<file path="src/rtl/inexrecur_frame_writer.sv">
// Serialises accepted recursion frames into sequential 32-bit store writes, dropping empty intervals.
// Optional check word after each frame when INEXRECUR_PARITY_EN is defined (FW becomes 4).
module inexrecur_frame_writer #(
    parameter int DEPTH = 4096,
    parameter int ZW    = 6,
    parameter int IW    = 12
) (
    input  logic          clk,
    input  logic          rst_n,
    input  logic          in_valid,
    output logic          in_ready,
    input  logic [1:0]    frm_op,
    input  logic [ZW-1:0] frm_z,
    input  logic [IW-1:0] frm_i,
    input  logic [31:0]   frm_k,
    input  logic [31:0]   frm_l,
    output logic          we,
    output logic [31:0]   w_data,
    output logic [12:0]   words_used,
    output logic [11:0]   frame_cnt,
    output logic [7:0]    drop_cnt,
    output logic          full,
    output logic          busy
);

`ifdef INEXRECUR_PARITY_EN
    localparam int FW = 4;
    typedef enum logic [2:0] {IDLE, W0, W1, W2, W3} state_t;
`else
    localparam int FW = 3;
    typedef enum logic [1:0] {IDLE, W0, W1, W2} state_t;
`endif

    state_t      state_q, state_d;
    logic [31:0] k_q, k_d;
    logic [31:0] l_q, l_d;
    logic        we_q, we_d;
    logic [31:0] wdata_q, wdata_d;
    logic [12:0] words_q, words_d;
    logic [11:0] frame_q, frame_d;
    logic [7:0]  drop_q, drop_d;
`ifdef INEXRECUR_PARITY_EN
    logic [31:0] hdr_q, hdr_d;
`endif

    logic [5:0]  z6;
    logic [11:0] i12;
    logic [31:0] hdr_w;
    logic        full_w;
    logic        accept;

    assign z6     = 6'(frm_z);
    assign i12    = 12'(frm_i);
    assign hdr_w  = {frm_op, z6, i12, frame_q};
    assign full_w = (DEPTH - int'({19'b0, words_q})) < FW;
    assign accept = in_valid && in_ready;

    always_comb begin
        state_d = state_q;
        k_d     = k_q;
        l_d     = l_q;
        we_d    = 1'b0;
        wdata_d = '0;
        frame_d = frame_q;
        drop_d  = drop_q;
        // we_q is one cycle behind we_d, so a word is counted the cycle after it is driven
        words_d = words_q + {12'b0, we_q};
`ifdef INEXRECUR_PARITY_EN
        hdr_d   = hdr_q;
`endif
        case (state_q)
            IDLE: begin
                if (accept) begin
                    if (frm_k > frm_l) begin
                        drop_d = (drop_q == 8'hFF) ? drop_q : drop_q + 8'd1;
                    end else begin
                        k_d     = frm_k;
                        l_d     = frm_l;
`ifdef INEXRECUR_PARITY_EN
                        hdr_d   = hdr_w;
`endif
                        state_d = W0;
                        we_d    = 1'b1;
                        wdata_d = hdr_w;
                    end
                end
            end
            W0: begin
                state_d = W1;
                we_d    = 1'b1;
                wdata_d = k_q;
            end
            W1: begin
                state_d = W2;
                we_d    = 1'b1;
                wdata_d = l_q;
            end
`ifdef INEXRECUR_PARITY_EN
            W2: begin
                state_d = W3;
                we_d    = 1'b1;
                wdata_d = hdr_q ^ k_q ^ l_q;
            end
            W3: begin
                state_d = IDLE;
                frame_d = frame_q + 12'd1;
            end
`else
            W2: begin
                state_d = IDLE;
                frame_d = frame_q + 12'd1;
            end
`endif
            default: state_d = IDLE;
        endcase
    end

    always_ff @(posedge clk or negedge rst_n) begin
        if (!rst_n) begin
            state_q <= IDLE;
            k_q     <= '0;
            l_q     <= '0;
            we_q    <= 1'b0;
            wdata_q <= '0;
            words_q <= '0;
            frame_q <= '0;
            drop_q  <= '0;
`ifdef INEXRECUR_PARITY_EN
            hdr_q   <= '0;
`endif
        end else begin
            state_q <= state_d;
            k_q     <= k_d;
            l_q     <= l_d;
            we_q    <= we_d;
            wdata_q <= wdata_d;
            words_q <= words_d;
            frame_q <= frame_d;
            drop_q  <= drop_d;
`ifdef INEXRECUR_PARITY_EN
            hdr_q   <= hdr_d;
`endif
        end
    end

    assign in_ready   = (state_q == IDLE) && !full_w;
    assign we         = we_q;
    assign w_data     = wdata_q;
    assign words_used = words_q;
    assign frame_cnt  = frame_q;
    assign drop_cnt   = drop_q;
    assign full       = full_w;
    assign busy       = (state_q != IDLE);

endmodule

</file>
<file path="config.mk">
export PLATFORM = sky130hd
export DESIGN_NAME = inexrecur_frame_writer
export DESIGN_NICKNAME = d
export VERILOG_FILES = /design/src/rtl/inexrecur_frame_writer.sv
export SDC_FILE = /design/constraint.sdc
export NUM_CORES = 1
export LEC_CHECK = 0
export BUFFER_PORTS_ARGS = -buffer_cell sky130_fd_sc_hd__buf_2
export CORE_UTILIZATION = 49
export DETAILED_ROUTE_END_ITERATION = 10
export GPL_TIMING_DRIVEN = 1
export PLACE_DENSITY = 0.84
export SLEW_MARGIN = 5
export SYNTH_ARGS = -nofsm -noshare
export SYNTH_HDL_FRONTEND = slang
export SYNTH_SLANG_ARGS = --single-unit
</file>
<file path="constraint.sdc">
create_clock -name clk -period 2 [get_ports clk]
set_clock_uncertainty 0.1 [all_clocks]
set_input_delay 0.2 -clock clk [delete_from_list [all_inputs] [get_ports clk]]
set_output_delay 0.2 -clock clk [all_outputs]
set_load 0.005 [all_outputs]
</file>
* After elaboration in Yosys (flattened, before gate mapping)
Index checks and enable logic that the tools add are counted.
** Operators by class
- Add/subtract/negate cells :: 4
- Order comparisons :: 2
- Equal/unequal tests :: 6
- Mux-type cells :: 9
- Bitwise operators :: 2
- Reduce and logical (&&, ||, !) cells :: 9
** Operators with widths (count)
- 32-bit case mux with 3 select lines :: 1
- 32-bit two-way mux :: 2
- 32-bit > comparator :: 1
- 14-bit by 3-bit less-than comparator with 1-bit output, second input constant :: 1
- 13-bit by 13-bit subtractor with 14-bit output, first input constant :: 1
- 13-bit by 1-bit adder with 13-bit output :: 1
- 12-bit by 1-bit adder with 12-bit output, second input constant :: 1
- 8-bit by 1-bit adder with 8-bit output, second input constant :: 1
- 8-bit equality test, second input constant :: 1
- 2-bit case mux with 4 select lines :: 1
- 2-bit equality test, second input constant :: 2
- 2-bit two-way mux :: 2
- 2-bit != test, second input constant :: 2
- 4-bit AND reduction :: 1
- 3-bit AND reduction :: 1
- 2-bit by 1-bit equality test with 1-bit output, second input constant :: 1
- 1-bit logical AND :: 2
- 2-bit logical NOT :: 1
- 1-bit two-way mux :: 2
- 1-bit NOT :: 2
- 1-bit case mux with 2 select lines :: 1
- 2-bit AND reduction :: 1
- 2-bit nonzero test :: 1
- 2-bit OR reduction :: 1
- 1-bit logical NOT :: 1
** Storage, ports and cells
- Register bits after elaboration :: 132
- Input bits :: 87
- Output and inout bits :: 69
- Word-level logic and storage cells :: 40

* Depth between registers and ports, before layout
Gate-level depths: netlist (run 1).
- Depth in word-level cells :: 7
- Mapped depth :: 11

* Least setup slack after synthesis (run 1)
No wires, ideal clock.
- Kind :: input to register
- Start point :: in frm_l[1]
- End point :: reg k_q[25]
- Setup time :: 125 ps
- Arrival time :: 2138 ps
- Setup slack :: -363 ps
- Stages on the path :: 11
- Cell sequence :: inv_1 -> ha_1 -> nor2b_2 -> o211ai_2 -> a2111oi_2 -> o41ai_1 -> a21oi_2 -> nor2_2 -> buf_6 -> buf_6 -> mux2_4
** Between the ends
- Word-level cells in the longest chain between the ends :: 3
** RTL lines
- from (decl) :: RTL line 16 : input logic [31:0] frm_l,
- 32-bit > comparator :: RTL line 74 : if (frm_k > frm_l) begin
- 1-bit NOT (no line)
- 3-bit AND reduction (no line)
- to (signal assigned) :: RTL line 133 : k_q <= k_d;
- to (decl) :: RTL line 35 : logic [31:0] k_q, k_d;
Every way passes these cells.
A chain may end at the register's enable or synchronous reset.

* Worst setup path after layout (run 1)
- Start point :: in frm_l[22]
- End point :: reg l_q[20]
** Between the ends
- Word-level cells in the longest chain between the ends :: 3
** RTL lines
- 32-bit > comparator :: RTL line 74
- 1-bit NOT (no line)
- 3-bit AND reduction (no line)
- to (signal assigned) :: RTL line 134 : l_q <= l_d;
- to (decl) :: RTL line 36 : logic [31:0] l_q, l_d;
Every way passes these cells.

==> results of run 1 <==
## worst reg2reg max path, stage by stage (launching register included)
cell and delay [ns]:
dfrtp_1 0.37, and4_4 0.20, and3_4 0.19, a211oi_4 0.28, nand2_2 0.17, nor2_4 0.16, buf_12 0.14, buf_12 0.14
clkbuf_16 0.16, mux2_4 0.32
## path summary, 6_finish.rpt
check	endpoint	slack (ns)	depth (start not counted)
max in group asynchronous	l_q[25]$_DFFE_PN0P_	1.23	3
worst min-delay path	frame_cnt[9]$_DFFE_PN0N_	0.02	2
min in group clk	l_q[0]$_DFFE_PN0P_	0.03	3
worst min register to register	words_used[0]$_DFF_PN0_	0.39	1
worst max-delay path	l_q[20]$_DFFE_PN0P_	-0.42	14
worst max register to register	l_q[20]$_DFFE_PN0P_	-0.35	9
## state kept, by name (all words and copies together) (netlist names)
name        flops
we              1
words_used     13
k_q            32
drop_cnt        8
w_data         32
frame_cnt      12
l_q            32
state_q         2
## cell families (layout without fill, tap and decap cells)
group,after synthesis,in the layout
AO/OA/AOI/OAI,96,96
flip-flops,132,132
XOR/XNOR,29,29
multiplexers,68,68
buffers and inverters,65,380
AND/OR/NAND/NOR,131,131
adder cells (fa/ha/maj),40,40
## per-layer routing
layer | up-vias | part of all wire (%) | track usage [%]
li1 | 2577 | - | -
met1 | 3170 | 39 | 42.25
met2 | 461 | 47 | 53.99
met3 | 138 | 8.5 | 8.382
met4 | 0 | 5.9 | 17.47
met5 | - | 0 | 0
## final cells by class
class	instances	area [um2]	area share, %
multi-input combinational	364	3785	35.25
sequential	132	3303	30.76
timing repair buffer	312	2679	24.95
clock buffer	24	511.7	4.766
tap	172	215.2	2.004
inverter	36	147.6	1.375
clock inverter	8	96.34	0.8972
## through the flow
stage / setup WS (ns) / cells / hold slack (ns)
finish: -0.4248 / 1048 / 0.01601
CTS: -0.2604 / 1035 / -0.03838
global route: -0.4527 / 1048 / 0.03024
global placement: -0.6507 / 917 / -0.09317
floorplan: -0.2109 / 561 / -0.1956
detailed placement: -0.6748 / 917 / -0.09259
## timing repair
item	CTS	global route
hold buffers	62	1
hold endpoints to repair	194	1
setup endpoints to repair	108	108
pin swaps	37	36
setup buffers	18	12
gates cloned	6	5
resized for setup	160	97
## power breakdown
group | internal [W] | switching, W | leakage (nW)
Clock | 0.00203 | 0.00121 | 0.302
Sequential | 0.00375 | 0.000821 | 1.65
Combinational | 0.00334 | 0.00289 | 3.20
## layout by cell type, fill, tap and decap left out, types with 15 or more instances in the layout
cell type / n
inv_1: 18
ha_4: 24
dfrtp_1: 132
o21ai_2: 18
dlygate4sd3_1: 63
clkbuf_16: 22
nor2b_1: 19
buf_4: 57
buf_6: 27
a22oi_1: 32
buf_12: 16
mux2_4: 60
nand2_1: 26
xnor2_1: 22
buf_2: 134
ha_1: 16
inv_2: 15
==> impl_metrics.tcl, run 1 <==
set metrics [dict create \
    finalNetCount 990 \
    floorplan.die.height_um 117.5 \
    drive_above_1_share_pct 51.94 \
    sinks_on_clock_net 132 \
    timing.critical_path.buf_inv 6 \
    synth_xor_xnor_area_share_pct 3.884 \
    postSynthNetCount 688 \
    finalSetupViolCount 108 \
    timing.final.max_slew_violations 0 \
    core_area_um2 12820 \
    vdd.ir_drop.worst_v 0.0008021 \
    cts.reportedPaths.clkPinSlew_ns 0.05 \
    grt_pass1_wl_um 35340 \
    dr.pass1.iters 6 \
    synth-compound-area-share_pct 10.10 \
    synth-edff-count 0 \
    rsz0062_at_grt "yes" \
    post-synth-top-area-fraction_pct 50.51 \
    grt_start_max_net_pins 67 \
    area_delta_synth_final_pct 64.19 \
    fin_crit_ns 2.425 \
    power_w 0.01405 \
    global_route.overflow_total 0 \
    portion_of_the_clock_cycle_consumed_by_the_worst_path_in_the_final_layout_pct 121.2 \
    vias 6346 \
    yosys_register_bits 132 \
    cts_htree_levels 4 \
    antenna_found_initial 0 \
    ranking_of_synthesized_cells_by_instance_count "dfrtp_1 (132), nand2_1 (42), mux2_1 (41)" \
    io_buffers 155 \
    drtAntennaViolNets 0 \
    timing.critical_path.max_delay_family "buffers and inverters" \
    crit_slowest_cell "mux2_4" \
    antenna_cells_inserted 0 \
    cp_data_required_time_ns 2.20 \
    setup_ws_ns -0.4248 \
    place_hpwl_um 12440 \
    synth_async_sr_flop_share_pct 100.0 \
    synth.most_common_cell "dfrtp_1" \
    post-route-util_pct 83.73 \
    outcome "finished with violations" \
    vias_per_cell 6.055 \
    drc 0 \
    start_util_pct 51.00 \
    post_synth_and_or_nand_nor_area_fraction_pct 10.77 \
    cts_inserted_buffers 17 \
    min-delay-path-class "in2async" \
    max_slew_headroom_at_the_worst_pin_pct 58.74 \
    synth-seq-area-share_pct 50.51 \
    worst_path_largest_cell_delay_ns 0.32 \
    synth_cells 561 \
    detail_route.wirelength_um 26360 \
    final_design_area_no_fill_um2 10740 \
    failed_checks "setup timing" \
    std_cell_rows 41 \
    clock_latency_ns 0.43 \
    crit_path_cell_trace "buf_2 -> inv_1 -> ha_1 -> nand4_1 -> buf_4 -> nor3_2 -> a221oi_2 -> o21a_1 -> a21oi_4 -> nor2_4 -> buf_12 -> buf_12 -> clkbuf_16 -> mux2_4" \
    tightest_slew_ns 0.6189 \
    cts_max_path_buffers 2 \
    io_pins 156 \
    netlist-cell-type-count 48 \
    clock_tree.root_cell "clkbuf_16" \
    postSynthAreaPerCell_um2 11.66 \
    power_density_nw_per_um2 1308 \
    floorplan.die.width_um 117.5 \
    placed_instance_area_um2 7989 \
    filler_cell_count_in_the_final_layout 585 \
    setup_tns_ns -34.10 \
    synthTopCellsByArea "dfrtp_1 (51%), ha_1 (7.7%), mux2_1 (7.1%)" \
    wire_per_inst_um 25.16 \
    tritoncts "built" \
    drv_cap 0 \
    yosys_warnings 0 \
    crit_type "in2reg" \
    final-hold-violation-count 0 \
    clock.fmax_mhz 412.4 \
    ys.flop_type "dfrtp_1" \
    netlist_area_um2 6540 \
    crit-reg2reg-launch "words_used[8]$_DFF_PN0_" \
    design.die.area_um2 13810 \
    final_estimated_routing_congestion_in_global_placement 0.8515 \
    worstPathArrival_ns 2.63 \
    synth_top_area_cell "dfrtp_1" \
    drtIter0Drc 596 \
    crit_start "frm_l[22]" \
    first_global_vias 6309 \
    timing.critical_path.from_type "input pin" \
    leakage_nw 5.145 \
    main_combinational_cell_family_by_area_after_synthesis "multiplexers" \
    grtUsageTotal_pct 33.69 \
    yosys.area_share.adder_pct 7.653 \
    most_repeated_library_cell_on_the_critical_path "buf_12" \
    critical_path_peak_fanout 5 \
    critical_path.endpoint_type "flop" \
    synth_mux_area_share_pct 12.21 \
]
No activity file was read; power rests on OpenSTA's default activity.
==> run 2, diff against run 1 <==
--- a/config.mk
+++ b/config.mk
@@ -10,6 +10,7 @@
 export DETAILED_ROUTE_END_ITERATION = 10
 export GPL_TIMING_DRIVEN = 1
 export PLACE_DENSITY = 0.84
+export REMOVE_ABC_BUFFERS = 1
 export SLEW_MARGIN = 5
 export SYNTH_ARGS = -nofsm -noshare
 export SYNTH_HDL_FRONTEND = slang
==> run 2 against run 1 <==
Against the previous run:
- the run still ends with setup timing left
- clock power is essentially flat
- worst setup slack better by 0.18 ns
- combinational power decreased by 12%
- maximum frequency up 8.2%
- via count is 6.5% lower
- utilization fell by 3.0 points
- sequential share of layout area is 1.1 points higher
- cell area decreased by 3.5%
- largest cell class unchanged
- largest power group unchanged
==> impl_metrics.tcl, run 2 (synthesis results as in run 1) <==
set metrics [dict create \
    first_global_vias 6123 \
    outcome "finished with violations" \
    tightest_slew_ns 0.5282 \
    wire_per_inst_um 22.34 \
    antenna_found_initial 1 \
    detail_route.wirelength_um 22990 \
    place_hpwl_um 11670 \
    sinks_on_clock_net 132 \
    finalNetCount 971 \
    setup_ws_ns -0.2402 \
    mostFrequentLayoutCell "dfrtp_1" \
    cp_data_required_time_ns 2.21 \
    fin_crit_ns 2.240 \
    failed_checks "setup timing" \
    final-hold-violation-count 0 \
    global_route.overflow_total 0 \
    power_w 0.01324 \
    min-delay-path-class "in2reg" \
    drc 0 \
    grt_start_max_net_pins 52 \
    grtUsageTotal_pct 29.64 \
    worst_path_largest_cell_delay_ns 0.35 \
    drv_cap 0 \
    io_buffers 155 \
    critical_path_peak_fanout 12 \
    vias_per_cell 5.765 \
    std_cell_rows 41 \
    tritoncts "built" \
    area_delta_synth_final_pct 58.37 \
    final_design_area_no_fill_um2 10360 \
    max_slew_headroom_at_the_worst_pin_pct 64.78 \
    core_area_um2 12820 \
    final_estimated_routing_congestion_in_global_placement 0.8538 \
    timing.critical_path.from_type "input pin" \
    whs_ns 0.02627 \
    portion_of_the_clock_cycle_consumed_by_the_worst_path_in_the_final_layout_pct 112.0 \
    drive_above_1_share_pct 48.60 \
    timing.final.max_slew_violations 0 \
    power_density_nw_per_um2 1279 \
    drtAntennaViolNets 0 \
    crit_type "in2reg" \
    cts_inserted_buffers 17 \
    grt_pass1_wl_um 31430 \
    rsz0062_at_grt "yes" \
    design.die.area_um2 13810 \
    clock.fmax_mhz 446.4 \
    preCtsSetupSlack_ns -0.6111 \
    leakage_nw 4.910 \
    io_pins 156 \
    crit_path_cell_trace "buf_2 -> inv_2 -> ha_4 -> nand4_1 -> nor4_1 -> buf_4 -> and4b_1 -> a21oi_4 -> nor2_4 -> buf_6 -> buf_12 -> mux2_2" \
    placed_instance_area_um2 7796 \
    vias 5932 \
    cts_htree_levels 4 \
    start_util_pct 51.00 \
    finalSetupViolCount 107 \
    floorplan.die.width_um 117.5 \
    dr.pass1.iters 6 \
    floorplan.die.height_um 117.5 \
    commonest_cells_after_routing_fill_and_taps_aside "dfrtp_1 (132), buf_2 (130), dlygate4sd3_1 (69)" \
    crit_slowest_cell "mux2_2" \
    post-route-util_pct 80.76 \
    critical_path.endpoint_type "flop" \
    clock_tree.root_cell "clkbuf_16" \
    worstPathArrival_ns 2.45 \
    vdd.ir_drop.worst_v 0.0007080 \
    clock_latency_ns 0.42 \
    drtIter0Drc 402 \
    cts_max_path_buffers 2 \
    cts.reportedPaths.clkPinSlew_ns 0.06 \
]
-- run 2: changes by cell type in the layout (fill, tap and decap cells not counted), sizes merged --
| cell | previous run | this run |
|---|---|---|
| diode | 0 | 1 |
| clkinvlp | 1 | 2 |
| bufinv | 2 | 3 |
| dlygate4sd3 | 63 | 69 |
| buf | 244 | 222 |
| clkbuf | 29 | 23 |
-- run 2: critical path, delay by kind of cell --
family	cells	cell delay, ns
simple gates	4	0.93
buf+inv	5	0.64
mux	1	0.35
fa+ha+maj	1	0.25
compound gates	1	0.06
-- run 2: power breakdown --
part,total (W),switching (W),internal (W)
logic,0.00552,0.00248,0.00304
clock network,0.00323,0.00119,0.00204
registers,0.00450,0.000741,0.00375
total,0.0132,0.00441,0.00883
-- run 2: cell type report --
type | instances | area, um2
flip-flops and latches | 132 | 3303
clock buffers | 21 | 470.5
diodes | 1 | 2.502
clock inverters | 10 | 130.1
multi-input cells | 364 | 3667
well taps | 172 | 215.2
fillers | 711 | 2467
inverters | 36 | 147.6
repair buffers | 293 | 2421
-- run 2: repair_timing --
item                                    in CTS  in global routing
gates resized for setup                     76                169
buffers inserted                            11                 10
hold endpoints to repair                   115                  2
pin swaps                                   14                 54
gates cloned                                 7                  2
hold buffers                                67                  2
endpoints found under the setup margin     107                108
-- run 2: final timing paths --
path,endpoint,startpoint,slack [ns],cells after the start
min in group asynchronous,words_used[4]$_DFF_PN0_,rst_n,0.23,2
hold reg to reg,words_used[0]$_DFF_PN0_,words_used[0]$_DFF_PN0_,0.40,1
setup / recovery,l_q[5]$_DFFE_PN0P_,frm_l[22],-0.24,12
setup reg to reg,l_q[5]$_DFFE_PN0P_,words_used[9]$_DFF_PN0_,-0.15,8
max in group asynchronous,k_q[29]$_DFFE_PN0P_,rst_n,0.89,3
hold / removal,w_data[23]$_DFF_PN0_,frm_i[11],0.03,4
-- run 2: layer usage --
| metal | GRT usage (%) | vias to the layer above | share of wire (%) |
|---|---|---|---|
| met3 | 7.413 | 90 | 5.8 |
| met2 | 50.59 | 308 | 53 |
| met5 | 0 | - | 0 |
| met1 | 35.24 | 2989 | 37 |
| met4 | 13.46 | 0 | 4.3 |
| li1 | - | 2545 | - |
-- run 2: stage by stage --
step | std cells | setup TNS [ns]
after floorplan | 532 | -159.39
after global placement | 906 | -56.87
after detailed placement | 906 | -58.28
after CTS | 1021 | -14.35
after global routing | 1029 | -21.01
final | 1029 | -17.68
==> run 3, diff against run 2 <==
--- a/config.mk
+++ b/config.mk
@@ -6,10 +6,12 @@
 export NUM_CORES = 1
 export LEC_CHECK = 0
 export BUFFER_PORTS_ARGS = -buffer_cell sky130_fd_sc_hd__buf_2
-export CORE_UTILIZATION = 49
+export CELL_PAD_IN_SITES_DETAIL_PLACEMENT = 1
+export CELL_PAD_IN_SITES_GLOBAL_PLACEMENT = 1
+export CORE_UTILIZATION = 38
 export DETAILED_ROUTE_END_ITERATION = 10
 export GPL_TIMING_DRIVEN = 1
-export PLACE_DENSITY = 0.84
+export PLACE_DENSITY = 0.83
 export REMOVE_ABC_BUFFERS = 1
 export SLEW_MARGIN = 5
 export SYNTH_ARGS = -nofsm -noshare
==> run 3 against run 2 <==
Against the previous run:
- the run still ends with setup timing left
- non-clock buffer count stayed put
- critical path depth grew 1
- die area is 28% higher
- cell area is 0.85% higher
- global-route usage down 1.9 points
- worst setup slack lost 0.12 ns
- count of clock-buffer cells in the layout is 1 lower
==> impl_metrics.tcl, run 3 (synthesis results as in run 1) <==
set metrics [dict create \
    outcome "finished with violations" \
    failed_checks "setup timing" \
    floorplan.die.height_um 133.2 \
    multi_input_area_um2 3655 \
    global_route.overflow_total 0 \
    antenna_found_initial 3 \
    final-seq-area_um2 3303 \
    drtIter0Drc 304 \
    mostFrequentLayoutCell "buf_2" \
    tritoncts "built" \
    setup_tns_ns -31.98 \
    cts_max_path_buffers 2 \
    hold_path_cell_cnt 3 \
    highest_layer "met4" \
    finalNetCount 971 \
    tightest_slew_ns 0.5612 \
    portion_of_the_clock_cycle_consumed_by_the_worst_path_in_the_final_layout_pct 118.1 \
    crit-reg2reg-launch "words_used[9]$_DFF_PN0_" \
    max_slew_headroom_at_the_worst_pin_pct 62.59 \
    cts.reportedPaths.clkPinSlew_ns 0.06 \
    cp_data_required_time_ns 2.22 \
    crit_start "frm_l[20]" \
    wire_per_inst_um 24.28 \
    filler_cell_count_in_the_final_layout 1691 \
    finalSetupViolCount 108 \
    finalNonFillerCells 1080 \
    reg2reg_to "w_data[7]$_DFF_PN0_" \
    area_delta_synth_final_pct 59.71 \
    drc 0 \
    drtAntennaViolNets 0 \
    crit_type "in2reg" \
    clock_latency_ns 0.44 \
    clock_tree.root_cell "clkbuf_16" \
    grtUsageTotal_pct 27.77 \
    place_hpwl_um 13310 \
    r2r_slack_ns -0.26 \
    setup_ws_ns -0.3621 \
    cts_inserted_buffers 17 \
    post-place-cells 948 \
    cts_htree_levels 4 \
    floorplan.die.width_um 133.2 \
    timing.final.max_slew_violations 0 \
    critical_path.endpoint_type "flop" \
    drive_above_1_share_pct 48.54 \
    critical_path_peak_fanout 6 \
    sinks_on_clock_net 132 \
    min-delay-path-class "in2reg" \
    rsz0062_at_grt "yes" \
    vdd.ir_drop.worst_v 0.0007706 \
    worstPathArrival_ns 2.58 \
    core_area_um2 16700 \
    commonest_cells_after_routing_fill_and_taps_aside "buf_2 (145), dfrtp_1 (132), dlygate4sd3_1 (67)" \
    timing.critical_path.from_type "input pin" \
    leakage_nw 5.062 \
    final-hold-violation-count 0 \
    worstSetupEndpoint "l_q[20]$_DFFE_PN0P_" \
    wl_met3_um 1220 \
    std_cell_rows 47 \
    dr.pass1.iters 4 \
    vias_per_cell 5.388 \
    design.die.area_um2 17740 \
    clock.fmax_mhz 423.4 \
    drv_cap 0 \
    power_density_nw_per_um2 1317 \
    grt_pass1_wl_um 37000 \
    met2_length_um 14060 \
    io_buffers 155 \
    reg2regPathDepth 10 \
    io_pins 156 \
    vias 5819 \
    fin_crit_ns 2.362 \
    detail_route.wirelength_um 26230 \
    start_util_pct 39.16 \
    met1Wirelength_um 9821 \
    grt_start_max_net_pins 55 \
    final_estimated_routing_congestion_in_global_placement 0.8173 \
    first_global_vias 6549 \
]
-- run 3: timing repair --
| action | in CTS | in global routing |
|---|---|---|
| pin swaps | 43 | 39 |
| resized for setup | 133 | 106 |
| endpoints found under the setup margin | 107 | 108 |
| cloned | 7 | 5 |
| hold endpoints to repair | 118 | 1 |
| hold buffers | 66 | 1 |
| setup buffers | 15 | 10 |
-- run 3: through the flow --
stage / instance area (um2) / hold slack, ns / total power [W] / utilization, % / setup WS [ns]
after floorplan: 6356 / -0.1956 / 0.006528 / - / -2.175
after global placement: 7824 / 0.09947 / 0.008050 / 46.85 / -0.7545
after detailed placement: 7824 / 0.1065 / 0.008362 / 46.85 / -0.9088
after CTS: 9942 / -0.08025 / 0.01288 / 59.53 / -0.2852
after global routing: 10450 / 0.001738 / 0.01434 / 62.54 / -0.3909
final: 10450 / 0.008143 / 0.01375 / 62.54 / -0.3621
-- run 3: power breakdown --
group | leakage [nW] | switching (W) | total, W | internal [W]
Combinational | 3.11 | 0.00265 | 0.00579 | 0.00314
Sequential | 1.65 | 0.000764 | 0.00452 | 0.00375
Clock | 0.304 | 0.00127 | 0.00345 | 0.00218
-- run 3: how the worst min path moves through the flow --
| stage | start | end | slack [ns] |
|---|---|---|---|
| 2_1_floorplan | rst_n | drop_cnt[0]$_DFFE_PN0P_ | -0.20 |
| 3_3_place_gp | rst_n | w_data[19]$_DFF_PN0_ | 0.1 |
| 3_5_place_dp | rst_n | w_data[19]$_DFF_PN0_ | 0.11 |
| 4_1_cts | frm_k[6] | k_q[6]$_DFFE_PN0P_ | -0.08 |
| 5_1_grt | frm_l[30] | l_q[30]$_DFFE_PN0P_ | 0.002 |
| 6_report | frm_l[30] | l_q[30]$_DFFE_PN0P_ | 0.008 |
-- run 3: layout make-up --
| cell class | count | area share [%] |
|---|---|---|
| well taps | 220 | 2.635 |
| repair buffers | 293 | 23.12 |
| flip-flops and latches | 132 | 31.62 |
| clock inverters | 12 | 1.701 |
| clock buffers | 20 | 4.468 |
| multi-input cells | 364 | 34.99 |
| inverters | 36 | 1.390 |
| diodes | 3 | 0.07187 |
-- run 3: critical path, stage by stage --
cell and delay [ns]:
buf_2 0.10, inv_1 0.06, ha_1 0.30, nand4_1 0.21
nor4_4 0.36, buf_4 0.19, buf_4 0.12, o41ai_4 0.09
a21oi_4 0.23, nor2_4 0.08, buf_12 0.15, clkbuf_16 0.17
mux2_4 0.31
-- run 3: layer usage --
metal / global-route usage, % / vias up
met1: 32.01 / 2975
met3: 4.833 / 76
li1: - / 2550
met4: 11.74 / 0
met5: 0 / -
met2: 50.58 / 218
